<file path="config.mk">
export PLATFORM = sky130hd
export DESIGN_NAME = multi_wave_generator
export DESIGN_NICKNAME = d
export VERILOG_FILES = /design/src/rtl/multi_wave_generator.sv
export SDC_FILE = /design/constraint.sdc
export NUM_CORES = 1
export LEC_CHECK = 0
export ABC_AREA = 1
export CAP_MARGIN = 20
export CELL_PAD_IN_SITES_DETAIL_PLACEMENT = 0
export CELL_PAD_IN_SITES_GLOBAL_PLACEMENT = 1
export CORE_UTILIZATION = 23
export DETAILED_ROUTE_END_ITERATION = 8
export PLACE_DENSITY_LB_ADDON = 0.1
export SLEW_MARGIN = 20
export SYNTH_ARGS = -nofsm -noshare
export SYNTH_HDL_FRONTEND = slang
export SYNTH_SLANG_ARGS = --single-unit
</file>
<file path="constraint.sdc">
create_clock -name clk -period 2.4 [get_ports clk]
set_clock_uncertainty 0.15 [all_clocks]
set_input_delay 0.48 -clock clk [delete_from_list [all_inputs] [get_ports clk]]
set_output_delay 0.48 -clock clk [all_outputs]
set_load 0.05 [all_outputs]
</file>
<file path="src/rtl/multi_wave_generator.sv">
// Phase-accumulator waveform source: square (programmable duty), sawtooth,
// triangle or DC level. New settings wait in a shadow register and take
// effect at the next period boundary, or at once while the generator is idle.
module multi_wave_generator #(
    parameter int WIDTH      = 8,
    parameter int ACC_W      = 16,
    parameter int RESET_STEP = 256,
    parameter int RESET_DUTY = 128
) (
    input  logic             clk,
    input  logic             reset,
    input  logic             enable,
    input  logic             cfg_we,
    input  logic [1:0]       cfg_mode,
    input  logic [ACC_W-1:0] cfg_step,
    input  logic [WIDTH-1:0] cfg_duty,
    output logic             cfg_pending,
    output logic [WIDTH-1:0] wave_out,
    output logic             wrap
);

    localparam logic [1:0] MODE_SQUARE = 2'd0;
    localparam logic [1:0] MODE_SAW    = 2'd1;
    localparam logic [1:0] MODE_TRI    = 2'd2;
    localparam logic [WIDTH-1:0] MAX   = {WIDTH{1'b1}};

    logic [ACC_W-1:0] phase;
    logic [1:0]       act_mode;
    logic [ACC_W-1:0] act_step;
    logic [WIDTH-1:0] act_duty;
    logic [1:0]       pend_mode;
    logic [ACC_W-1:0] pend_step;
    logic [WIDTH-1:0] pend_duty;

    logic [ACC_W:0]   sum;
    logic             carry;
    logic             apply_cfg;
    logic [WIDTH-1:0] t_val;
    logic [WIDTH-1:0] r_val;
    logic [WIDTH-1:0] sample;

    // Next phase, period-boundary detection and the sample for the current phase.
    always_comb begin
        sum       = {1'b0, phase} + {1'b0, act_step};
        carry     = sum[ACC_W];
        // Idle applies pending settings immediately; running applies them at the wrap.
        apply_cfg = !enable || carry;
        t_val     = phase[ACC_W-1 -: WIDTH];
        r_val     = phase[ACC_W-2 -: WIDTH];
        sample    = '0;
        case (act_mode)
            MODE_SQUARE: sample = (t_val < act_duty) ? MAX : '0;
            MODE_SAW:    sample = t_val;
            MODE_TRI:    sample = phase[ACC_W-1] ? ~r_val : r_val;
            default:     sample = act_duty;
        endcase
    end

    // Accumulator, registered outputs and shadow/active configuration handling.
    always_ff @(posedge clk) begin
        if (reset) begin
            phase       <= '0;
            wave_out    <= '0;
            wrap        <= 1'b0;
            cfg_pending <= 1'b0;
            act_mode    <= MODE_SQUARE;
            act_step    <= ACC_W'(RESET_STEP);
            act_duty    <= WIDTH'(RESET_DUTY);
            pend_mode   <= MODE_SQUARE;
            pend_step   <= '0;
            pend_duty   <= '0;
        end else begin
            if (cfg_we) begin
                pend_mode <= cfg_mode;
                pend_step <= cfg_step;
                pend_duty <= cfg_duty;
            end

            if (!enable) begin
                phase    <= '0;
                wave_out <= '0;
                wrap     <= 1'b0;
            end else begin
                phase    <= sum[ACC_W-1:0];
                wave_out <= sample;
                wrap     <= carry;
            end

            if (apply_cfg) begin
                // A write landing on the boundary cycle goes straight to active.
                if (cfg_we) begin
                    act_mode <= cfg_mode;
                    act_step <= cfg_step;
                    act_duty <= cfg_duty;
                end else if (cfg_pending) begin
                    act_mode <= pend_mode;
                    act_step <= pend_step;
                    act_duty <= pend_duty;
                end
                cfg_pending <= 1'b0;
            end else if (cfg_we) begin
                cfg_pending <= 1'b1;
            end
        end
    end

endmodule

</file>
# Word-level counts from Yosys, hierarchy flattened
# Cells that the tools add are included.
[op_classes]
addsub = 1
n_bitwise = 2
n_eq_ne = 2
n_reduce_logical = 7
mux = 9
n_lt_le_gt_ge = 1
[ops]
columns = ["operator", "count"]
rows = [
  ["$mux W16", 2],
  ["$mux W8", 4],
  ["$pmux W8 S3", 1],
  ["$add A16 B16 Y17", 1],
  ["$lt A8 B8 Y1", 1],
  ["$not A8 Y8", 1],
  ["$mux W2", 2],
  ["$reduce_or A2 Y1", 2],
  ["$eq A2 B1 Y1 const B", 1],
  ["$eq A2 B2 Y1 const B", 1],
  ["$logic_not A2 Y1", 1],
  ["$reduce_and A2 Y1", 1],
  ["$reduce_bool A2 Y1", 1],
  ["$logic_not A1 Y1", 1],
  ["$logic_or A1 B1 Y1", 1],
  ["$not A1 Y1", 1],
]
[totals]
out_inout_bits = 10
in_bits = 30
elab_cells = 32
reg_bits = 78

# Logic depth before layout (Yosys ltp)
[logic_depth]
depth_word = 3
mapped_depth = 12
depth_no_buf = 12

# Worst setup path before layout
# No wires, ideal clock.
[synth_path]
kind = "flip-flop to flip-flop"
from = "register phase[0]"
to = "register act_duty[6]"
setup_ps = 115
path_stages_with_launch = 12
synth_period_minus_slack_ps = 1979
slack_ps = 421
required_ps = 2135
t_arrival_ps = 1714
path_buffers = 1
path_cell_list = "dfxtp_1 > ha_1 > fa_1 > nand2_1 > nand2_1 > nand3_1 > nand2_2 > nand2_2 > nand3_4 > buf_4 > a21oi_1 > nor2_1"
[synth_via]
elab_chain_len = 3
[synth_rtl]
columns = ["item", "line", "rtl"]
rows = [
  ["start: declaration", "27", "logic [ACC_W-1:0] phase;"],
  ["start signal: assignment", "84", "phase <= sum[ACC_W-1:0];"],
  ["$add A16 B16 Y17", "44", "sum = {1'b0, phase} + {1'b0, act_step};"],
  ["$logic_or A1 B1 Y1", "47", "apply_cfg = !enable || carry;"],
  ["$reduce_and A2 Y1 (no line)", "-", ""],
  ["end signal: assignment", "68", "act_duty <= WIDTH'(RESET_DUTY);"],
  ["end signal: assignment", "94", "act_duty <= cfg_duty;"],
  ["end signal: assignment", "98", "act_duty <= pend_duty;"],
  ["end: declaration", "30", "logic [WIDTH-1:0] act_duty;"],
]
# Every way passes these cells.
# A chain may end at the register's enable or synchronous reset.

# Worst setup path in the final report
[layout_path]
from = "register act_step[0]"
to = "register act_step[5]"
[layout_via]
elab_chain_len = 3
[layout_rtl]
columns = ["item", "line", "rtl"]
rows = [
  ["start: declaration", "29", "logic [ACC_W-1:0] act_step;"],
  ["start signal: assignment", "67", "act_step <= ACC_W'(RESET_STEP);"],
  ["start signal: assignment", "93", "act_step <= cfg_step;"],
  ["start signal: assignment", "97", "act_step <= pend_step;"],
  ["$add A16 B16 Y17", "44", ""],
  ["$logic_or A1 B1 Y1", "47", ""],
  ["$reduce_and A2 Y1 (no line)", "-", ""],
]
# Every way passes these cells.

==> results.tsv <==
metric	value	unit
status	finished, final reports clean	
finalSetupViolations	0	
cts_sinks	78	
rows	47	
vias_per_cell	4.26	
num_antenna_cells	0	
overflow	0	
ys_warn_count	0	
die-area	17400	um^2
clock_latency	0.34	ns
dr.first_iter.drc_count	103	
cts.path.max_buffers	2	
powerDensity	708	nW/um^2
grt_use_total	0.125	
clk_pin_slew_worst_paths	0.06	ns
grt_max_degree	44	
clockRootBuffer	clkbuf_16	
worstPathRequired	2.48	ns
synth-seq-cells	78	
drt_pass1_iterations	4	
fin_setup_tns	0	ns
netlist_area	3890	um^2
power_leakage	2.20	nW
period_needed	2.17	ns
cap_violations	0	
crit_fanout	21	
place_ws	0.163	ns
cts_setup_buffers	0	
h-tree-depth	3	
postCtsHoldBufs	0	
coreArea	16500	um^2
drt.antenna.violating_nets	0	
yosys_most_used_dff	dfxtp_1	
finalHoldViolCount	0	
drc_errors	0	
fin_nets	615	
end_kind	flop	
fmax	460	MHz
synth_top_cell_by_area	dfxtp_1	
slew-limit-headroom	0.658	
gp_congestion	0.721	
num_vias	3348	
synthToLayoutAreaGrowth	26.0	%
path_class	reg2reg	
arrival	2.25	ns
synth_most_common_cell	nand2_1	
synth_top_area_share	0.402	
grt_setup_unrepaired	false	
async_flop_share	0	
slew_violations	0	
synth-edff-count	0	
routedWlPerCell	13.2	um
io_buffers	39	
ir_drop	0.000291	V
tightest_slew	0.511	ns
grt_pass1_wl	16900	um
wl	10400	um
grt_pass1_vias	3274	
synth.avg_cell_area	7.51	um^2
die_x	132	um
fin_ws	0.227	ns
ys_top_cells_by_count	nand2_1, dfxtp_1, nor2_1, a21oi_1	
yosysSeqAreaShare	0.402	
numCtsBuffers	9	
ios	40	
synth_cell_types	33	
dp_hpwl	7650	um
ctsResizeCount	0	
floorplan.initialDensity	0.235	
syn_inst	518	
start_kind	flop	
worst-r2r-setup-slack	0.23	ns
cts_tree	yes	
synth.area.top_cells	dfxtp_1, nand2_1, a21oi_1	
drive_gt1_frac	0.0655	
post-route-period-util	0.905	
hp-class	reg2reg	
antenna_found_initial	0	
synth_nets	572	
die_h	132	um
==> cell type report <==
type | count | area (um^2)
clock buffer | 10 | 239
clock inverter | 5 | 82.6
fill | 1759 | 11600
inverter | 45 | 169
multi-input combinational | 373 | 2040
sequential | 78 | 1560
tap | 220 | 275
timing repair buffer | 54 | 533
==> logic make-up (layout without fill, tap and decap cells) <==
family,after synthesis,in the layout,share of synthesized area
compound gates,91,91,0.127
fa+ha+maj,24,24,0.0792
buf+inv,67,114,0.0740
flops,78,78,0.402
mux,26,26,0.0669
simple gates,232,232,0.252
==> worst paths after layout <==
check / cells after the start / startpoint / end
max: 11 / act_step[0] / act_step[5]
min: 2 / pend_duty[0] / pend_duty[0]
max reg2reg: 11 / act_step[0] / act_step[5]
min reg2reg: 2 / pend_duty[0] / pend_duty[0]
==> placed cells by master (no fill, tap or decap), drive strengths merged <==
master         instances
o21a                   2
and2                   2
bufinv                 2
fa                     1
buf                   14
a22oi                  1
o21bai                 2
nor3                   4
dfxtp                 78
or2                    2
nand3                 43
o211ai                 6
inv                   44
clkbuf                11
o221ai                 1
clkinv                 4
and3                   1
nand4                  1
o21ai                 18
ha                    23
nor2                  74
a21oi                 60
nand2                102
nand3b                 3
mux2i                 26
a21o                   1
clkdlybuf4s50         39
==> sequential cells by signal, indices dropped and copies added, names as in the netlist <==
| signal | cells |
|---|---|
| act_step | 16 |
| pend_step | 16 |
| phase | 16 |
| act_duty | 8 |
| pend_duty | 8 |
| wave_out | 8 |
| act_mode | 2 |
| pend_mode | 2 |
| cfg_pending | 1 |
| wrap | 1 |
==> report_power, final <==
part           switching [mW]  total (mW)  leakage (nW)  internal (mW)
clock network           0.558        1.49         0.159          0.937
registers              0.0550        1.44         0.642           1.38
logic                   0.318       0.538          1.40          0.220
total                   0.930        3.47          2.20           2.54
==> worst max-delay path, stage by stage, from the launching register on <==
cell and delay, ns:
dfxtp_1 0.32, ha_1 0.20, fa_1 0.39, nand2_1 0.10, nand2_1 0.08, nand3_1 0.10
nand2_2 0.09, nand2_2 0.10, nand3_4 0.12, clkbuf_16 0.22, a21oi_1 0.13, nor2_1 0.05
==> per-stage QoR <==
stage	cell area (um^2)	std cells	hold slack (ns)	util	power, mW
2_1_floorplan	3890	518	0.283	-	1.81
3_3_place_gp	4550	768	0.325	0.275	2.00
3_5_place_dp	4550	768	0.331	0.275	2.00
4_1_cts	4870	783	0.347	0.295	3.54
5_1_grt	4900	785	0.375	0.297	3.65
6_report	4900	785	0.337	0.297	3.47
==> per-layer routing <==
layer | share of wire | GRT usage | up-vias
li1 | - | - | 1797
met1 | 0.53 | 0.176 | 1503
met2 | 0.42 | 0.186 | 38
met3 | 0.024 | 0.0192 | 10
met4 | 0.018 | 0.0601 | 0
met5 | 0 | 0 | -
Power figures use the tool's default switching activity.
==> RTL edit 1 (same settings) <==
The parameter `ACC_W` goes from 16 to 18.
--- a/src/rtl/multi_wave_generator.sv
+++ b/src/rtl/multi_wave_generator.sv
@@ -3,7 +3,7 @@
 // effect at the next period boundary, or at once while the generator is idle.
 module multi_wave_generator #(
     parameter int WIDTH      = 8,
-    parameter int ACC_W      = 16,
+    parameter int ACC_W      = 18,
     parameter int RESET_STEP = 256,
     parameter int RESET_DUTY = 128
 ) (
Interface: changed (resized cfg_step); port bits go from 40 to 42. No check against the original RTL was run, so the function may have changed too.
==> RTL edit 1 against the unedited design <==
Combinational power rose by 11%. Via count increased by 10%. Sequential share of layout area decreased by 0.47 points. Synthesized area rose by 12%. Design area grew 9.3%. Non-clock buffer count shrank 1. Routed wire length grew 13%. Power increased by 6.4%. Sequential cell count grew 6. Global-route usage is 0.20 points higher. Worst setup slack worse by 0.030 ns. Largest power group unchanged.
==> RTL edit 1: results (changes against the unedited design) <==
stage,metric,value,unit,change
cells_and_area,fin nets,663,,+7.8%
detailed_routing,WL met1,6590,microns,+19%
detailed_routing,Routed WL,11800,microns,+13%
grt,GR Util met1,0.193,,+0.0175
sta,worst hold margin,0.324,ns,-0.0130 ns
yosys,"top cells by area, synth","dfxtp_1 39%, a21oi_1 8.0%, nor2_1 8.0%",,
grt,grt met2 use,0.172,,-0.0139
power,combinational power,0.595,mW,+11%
yosys,Mapped Nets,623,,+8.9%
grt,GRT Overall Usage,0.127,,+0.00202
worst_setup_path,"Largest stage delay, worst path",0.42,ns,+0.03 ns
cts,clk_lat worst skew,0.35,ns,
grt,largest net degree at the start of global routing,56,,+27%
detailed_routing,max layer used,met4,,
cells_and_area,layout cells sized above 1,0.0934,,+0.0280
worst_setup_path,worst reg2reg path depth,12,,+1
yosys,mux contribution to synthesized area,0.0646,,-0.00237
place,gpl congestion,0.749,,+3.8%
cts,Post-CTS Resized,0,,unchanged
place,dpl cell area,0.00499,sq mm,+9.8%
yosys,top post-synthesis cells by count,"92 x nor2_1, 91 x nand2_1, 84 x dfxtp_1",,
grt,met3 Use GR,0.0244,,+0.00521
place,placed cells,822,,+7.0%
status,run status,"finished, final reports clean",,
grt,vias in the first global route,3526,,+7.7%
power,"Power, Total",3.69,mW,+6.4%
yosys,"Distinct cells, synth",32,,-3.0%
yosys,complex-gate fraction of the synthesized area,0.137,,+0.0104
detailed_routing,met2 routed WL,4630,microns,+5.3%
grt,first-pass GRT wire length,19100,microns,+13%
grt,GR peak layer,met1,,
yosys,Synth Area in Adders,0.0767,,-0.00249
worst_setup_path,reg2reg end,act_duty[7]$_SDFFE_PP1P_,,
yosys,Syn Inst Count,565,,+9.1%
detailed_routing,router iterations before antenna repair,4,,unchanged
worst_setup_path,r2r setup slk,0.20,ns,-0.03 ns
hold_path,HP Start,cfg_we,,
place,port buffer count,41,,+5.1%
detailed_routing,drt via density,4.39,,+2.9%
place,DPL Wire Length,8540,microns,+12%
worst_setup_path,crit path DAT,2.27,ns,+0.02 ns
detailed_routing,met3 WL,370,microns,+51%
power,Switching Power,1.04,mW,+12%
cts,H-tree levels,3,,unchanged
yosys,post-synthesis xor/xnor area fraction,0.00605,,+0.00605
detailed_routing,1st-iter DRT viols,178,,+73%
cells_and_area,Largest regs,"act_step (18), pend_step (18), phase (18)",,
worst_setup_path,critical path peak fanout,19,,-9.5%
power,leakage,2.39,nW,+8.5%
sta,Tightest Pin Transition,0.884,ns,+0.373 ns
worst_setup_path,worst-path cell with the longest stage delay,fa_1,,
hold_path,worst hold path endpoint,cfg_pending$_SDFFE_PP0P_,,
yosys,register area share after synthesis,0.387,,-0.0142
power,Worst VDD drop,0.397,mV,+36%
place,Setup Slack @ Placement,0.169,ns,+0.00589 ns
power,clock network power share,0.420,,-0.011
cells_and_area,final cell count without fillers,839,,+6.9%
yosys,top cell type's share of synthesized area,0.387,,-0.0142
hold_path,Worst Hold Depth,3,,+1
hold_path,Min-Delay Path Class,input port to register,,
RTL edit 1: final cells by class:
type	instances	area, sq um
well taps	229	287
repair buffers	53	529
flip-flops and latches	84	1680
multi-input cells	407	2340
fillers	1970	12900
clock inverters	6	95.1
inverters	50	189
clock buffers	10	229
RTL edit 1: worst max path at each step:
stage	start	to	slack (ns)	cells past startpoint
3_5_place_dp	act_step[0]$_SDFFE_PP0P_	act_duty[7]$_SDFFE_PP1P_	0.17	12
5_1_grt	act_step[0]$_SDFFE_PP0P_	act_duty[7]$_SDFFE_PP1P_	0.03	12
2_1_floorplan	act_step[0]$_SDFFE_PP0P_	act_step[2]$_SDFFE_PP0P_	0.41	13
4_1_cts	act_step[0]$_SDFFE_PP0P_	act_duty[7]$_SDFFE_PP1P_	0.14	12
3_3_place_gp	phase[13]$_SDFF_PP0_	act_step[10]$_SDFFE_PP0P_	0.22	8
6_report	act_step[0]$_SDFFE_PP0P_	act_duty[7]$_SDFFE_PP1P_	0.20	12
==> RTL edit 2 (same flow settings) <==
Without the edit above. Add an input register stage for `enable`, `cfg_we`, `cfg_mode`, `cfg_step` and `cfg_duty`; this delays them by one clock.
--- a/src/rtl/multi_wave_generator.sv
+++ b/src/rtl/multi_wave_generator.sv
@@ -24,6 +24,20 @@
     localparam logic [1:0] MODE_TRI    = 2'd2;
     localparam logic [WIDTH-1:0] MAX   = {WIDTH{1'b1}};
 
+    logic enable_q;
+    logic cfg_we_q;
+    logic [1:0] cfg_mode_q;
+    logic [ACC_W-1:0] cfg_step_q;
+    logic [WIDTH-1:0] cfg_duty_q;
+
+    always_ff @(posedge clk) begin
+        enable_q   <= enable;
+        cfg_we_q   <= cfg_we;
+        cfg_mode_q <= cfg_mode;
+        cfg_step_q <= cfg_step;
+        cfg_duty_q <= cfg_duty;
+    end
+
     logic [ACC_W-1:0] phase;
     logic [1:0]       act_mode;
     logic [ACC_W-1:0] act_step;
@@ -44,7 +58,7 @@
         sum       = {1'b0, phase} + {1'b0, act_step};
         carry     = sum[ACC_W];
         // Idle applies pending settings immediately; running applies them at the wrap.
-        apply_cfg = !enable || carry;
+        apply_cfg = !enable_q || carry;
         t_val     = phase[ACC_W-1 -: WIDTH];
         r_val     = phase[ACC_W-2 -: WIDTH];
         sample    = '0;
@@ -70,13 +84,13 @@
             pend_step   <= '0;
             pend_duty   <= '0;
         end else begin
-            if (cfg_we) begin
-                pend_mode <= cfg_mode;
-                pend_step <= cfg_step;
-                pend_duty <= cfg_duty;
+            if (cfg_we_q) begin
+                pend_mode <= cfg_mode_q;
+                pend_step <= cfg_step_q;
+                pend_duty <= cfg_duty_q;
             end
 
-            if (!enable) begin
+            if (!enable_q) begin
                 phase    <= '0;
                 wave_out <= '0;
                 wrap     <= 1'b0;
@@ -88,17 +102,17 @@
 
             if (apply_cfg) begin
                 // A write landing on the boundary cycle goes straight to active.
-                if (cfg_we) begin
-                    act_mode <= cfg_mode;
-                    act_step <= cfg_step;
-                    act_duty <= cfg_duty;
+                if (cfg_we_q) begin
+                    act_mode <= cfg_mode_q;
+                    act_step <= cfg_step_q;
+                    act_duty <= cfg_duty_q;
                 end else if (cfg_pending) begin
                     act_mode <= pend_mode;
                     act_step <= pend_step;
                     act_duty <= pend_duty;
                 end
                 cfg_pending <= 1'b0;
-            end else if (cfg_we) begin
+            end else if (cfg_we_q) begin
                 cfg_pending <= 1'b1;
             end
         end
Formal check against the unedited RTL: not equivalent (Yosys sat finds a counterexample within 4 cycles, from zero or initial values and one cycle with reset high).
==> RTL edit 2 against the unedited design <==
Die area grew 18%. Routed wire length grew 7.5%. Design area grew 13%. Final cell count grew 9.2%. Synthesized area grew 18%. Power grew 16%. Count of clock-buffer cells in the layout shrank 1. Worst setup slack gained 0.0050 ns. Sequential cell count grew 28. Critical path type unchanged. Largest cell class unchanged.
==> RTL edit 2: results (changes against the unedited design) <==
stage,metric,value,unit,change
grt,vias in the first global route,3472,,+6.0%
worst_setup_path,reg2reg end,act_duty[2]$_SDFFE_PP0P_,,
place,DPL Wire Length,8260,microns,+8.0%
cells_and_area,Filler Cell Count,2124,,+21%
worst_setup_path,critical path peak fanout,38,,+81%
power,leakage,2.44,nW,+11%
power,Worst VDD drop,0.319,mV,+9.6%
cells_and_area,layout cells sized above 1,0.0828,,+0.0173
detailed_routing,drt via density,4.14,,-3.0%
place,Setup Slack @ Placement,0.141,ns,-0.0224 ns
sta,slew margin rel.,0.524,,-0.134
yosys,complex-gate fraction of the synthesized area,0.107,,-0.0200
grt,largest net degree at the start of global routing,52,,+18%
grt,first-pass GRT wire length,18600,microns,+10%
grt,GRT Overall Usage,0.121,,-0.00454
status,run status,"finished, final reports clean",,
yosys,Synth Area in Adders,0.0668,,-0.0123
detailed_routing,1st-iter DRT viols,149,,+45%
yosys,post-synthesis xor/xnor area fraction,0.00190,,+0.00190
worst_setup_path,"Largest stage delay, worst path",0.41,ns,+0.02 ns
yosys,"Distinct cells, synth",36,,+9.1%
yosys,Mapped Nets,605,,+5.8%
yosys,"top cells by area, synth","dfxtp_1 46%, nand2_1 7.5%, nor2_1 6.4%",,
cts,postcts setup bufs,0,,unchanged
yosys,mux contribution to synthesized area,0.0565,,-0.0104
hold_path,worst hold path endpoint,pend_step[11]$_SDFFE_PP0P_,,
yosys,top post-synthesis cells by count,"106 x dfxtp_1, 92 x nand2_1, 78 x nor2_1",,
place,dpl cell area,0.00523,sq mm,+15%
cells_and_area,area of the multi-input gates,0.00215,sq mm,+5.3%
hold_path,HP Start,pend_step[11]$_SDFFE_PP0P_,,
detailed_routing,post-DR wirelength/cell,13.0,microns,-1.5%
yosys,register area share after synthesis,0.461,,+0.0592
RTL edit 2: changes by cell type after synthesis, sizes merged, moves of 3 or more:
cell	delta
dfxtp	+28
nor2	+8
a21oi	-3
a21o	+3
nand2	-3
nand3	+6
RTL edit 2: area by class of cell:
type,instances,area share
multi-input combinational,379,0.388
sequential,106,0.383
timing repair buffer,47,0.0836
tap,265,0.0599
clock buffer,9,0.0407
inverter,44,0.0298
clock inverter,7,0.0151
RTL edit 2: worst max-delay path by stage:
stage | slack [ns] | cells after the start | start | end
after floorplan | 0.42 | 11 | phase[0]$_SDFF_PP0_ | act_duty[2]$_SDFFE_PP0P_
after global placement | 0.17 | 6 | reset | wave_out[5]$_SDFF_PP0_
after detailed placement | 0.14 | 6 | reset | wave_out[0]$_SDFF_PP0_
after CTS | 0.21 | 11 | act_step[0]$_SDFFE_PP0P_ | act_duty[3]$_SDFFE_PP0P_
after global routing | 0.08 | 11 | act_step[0]$_SDFFE_PP0P_ | act_step[4]$_SDFFE_PP0P_
final | 0.23 | 11 | act_step[0]$_SDFFE_PP0P_ | act_duty[2]$_SDFFE_PP0P_
RTL edit 2: power by group through the flow:
stage	logic, mW	registers (mW)	clock network [mW]
after floorplan	0.355	1.99	0
after global placement	0.543	1.99	0
after detailed placement	0.545	1.99	0
after CTS	0.547	1.94	1.63
after global routing	0.615	1.95	1.71
final	0.537	1.94	1.56
RTL edit 2: cells by family after synthesis:
kind of cell               after synthesis
and+or+nand+nor                        241
DFF                                    106
AOI/OAI and AO/OA                       87
buffers and inverters                   66
muxes                                   26
adders and majority gates               24
xor gates and xnor gates                 1
RTL edit 2: worst register-to-register path, stage by stage, from the launching register on:
cell and delay, ns:
dfxtp_1 0.32, ha_1 0.20, fa_1 0.41, nand2_1 0.11, nand2_1 0.09, nand3_1 0.10
nand2_2 0.09, nand2_2 0.10, nand3_4 0.08, buf_12 0.18, a21oi_1 0.19, nor2_2 0.05
RTL edit 2: metal layers:
metal  wire length [microns]  global-route usage
met1                    6030               0.170
met2                    4660               0.179
met3                     323              0.0240
met4                     175              0.0454
met5                       0                   0
RTL edit 2: stage by stage:
stage	hold slack (ns)	cells
finish	0.346	857
global route	0.377	857
CTS	0.353	857
detailed placement	0.333	841
global placement	0.327	841
floorplan	0.283	551
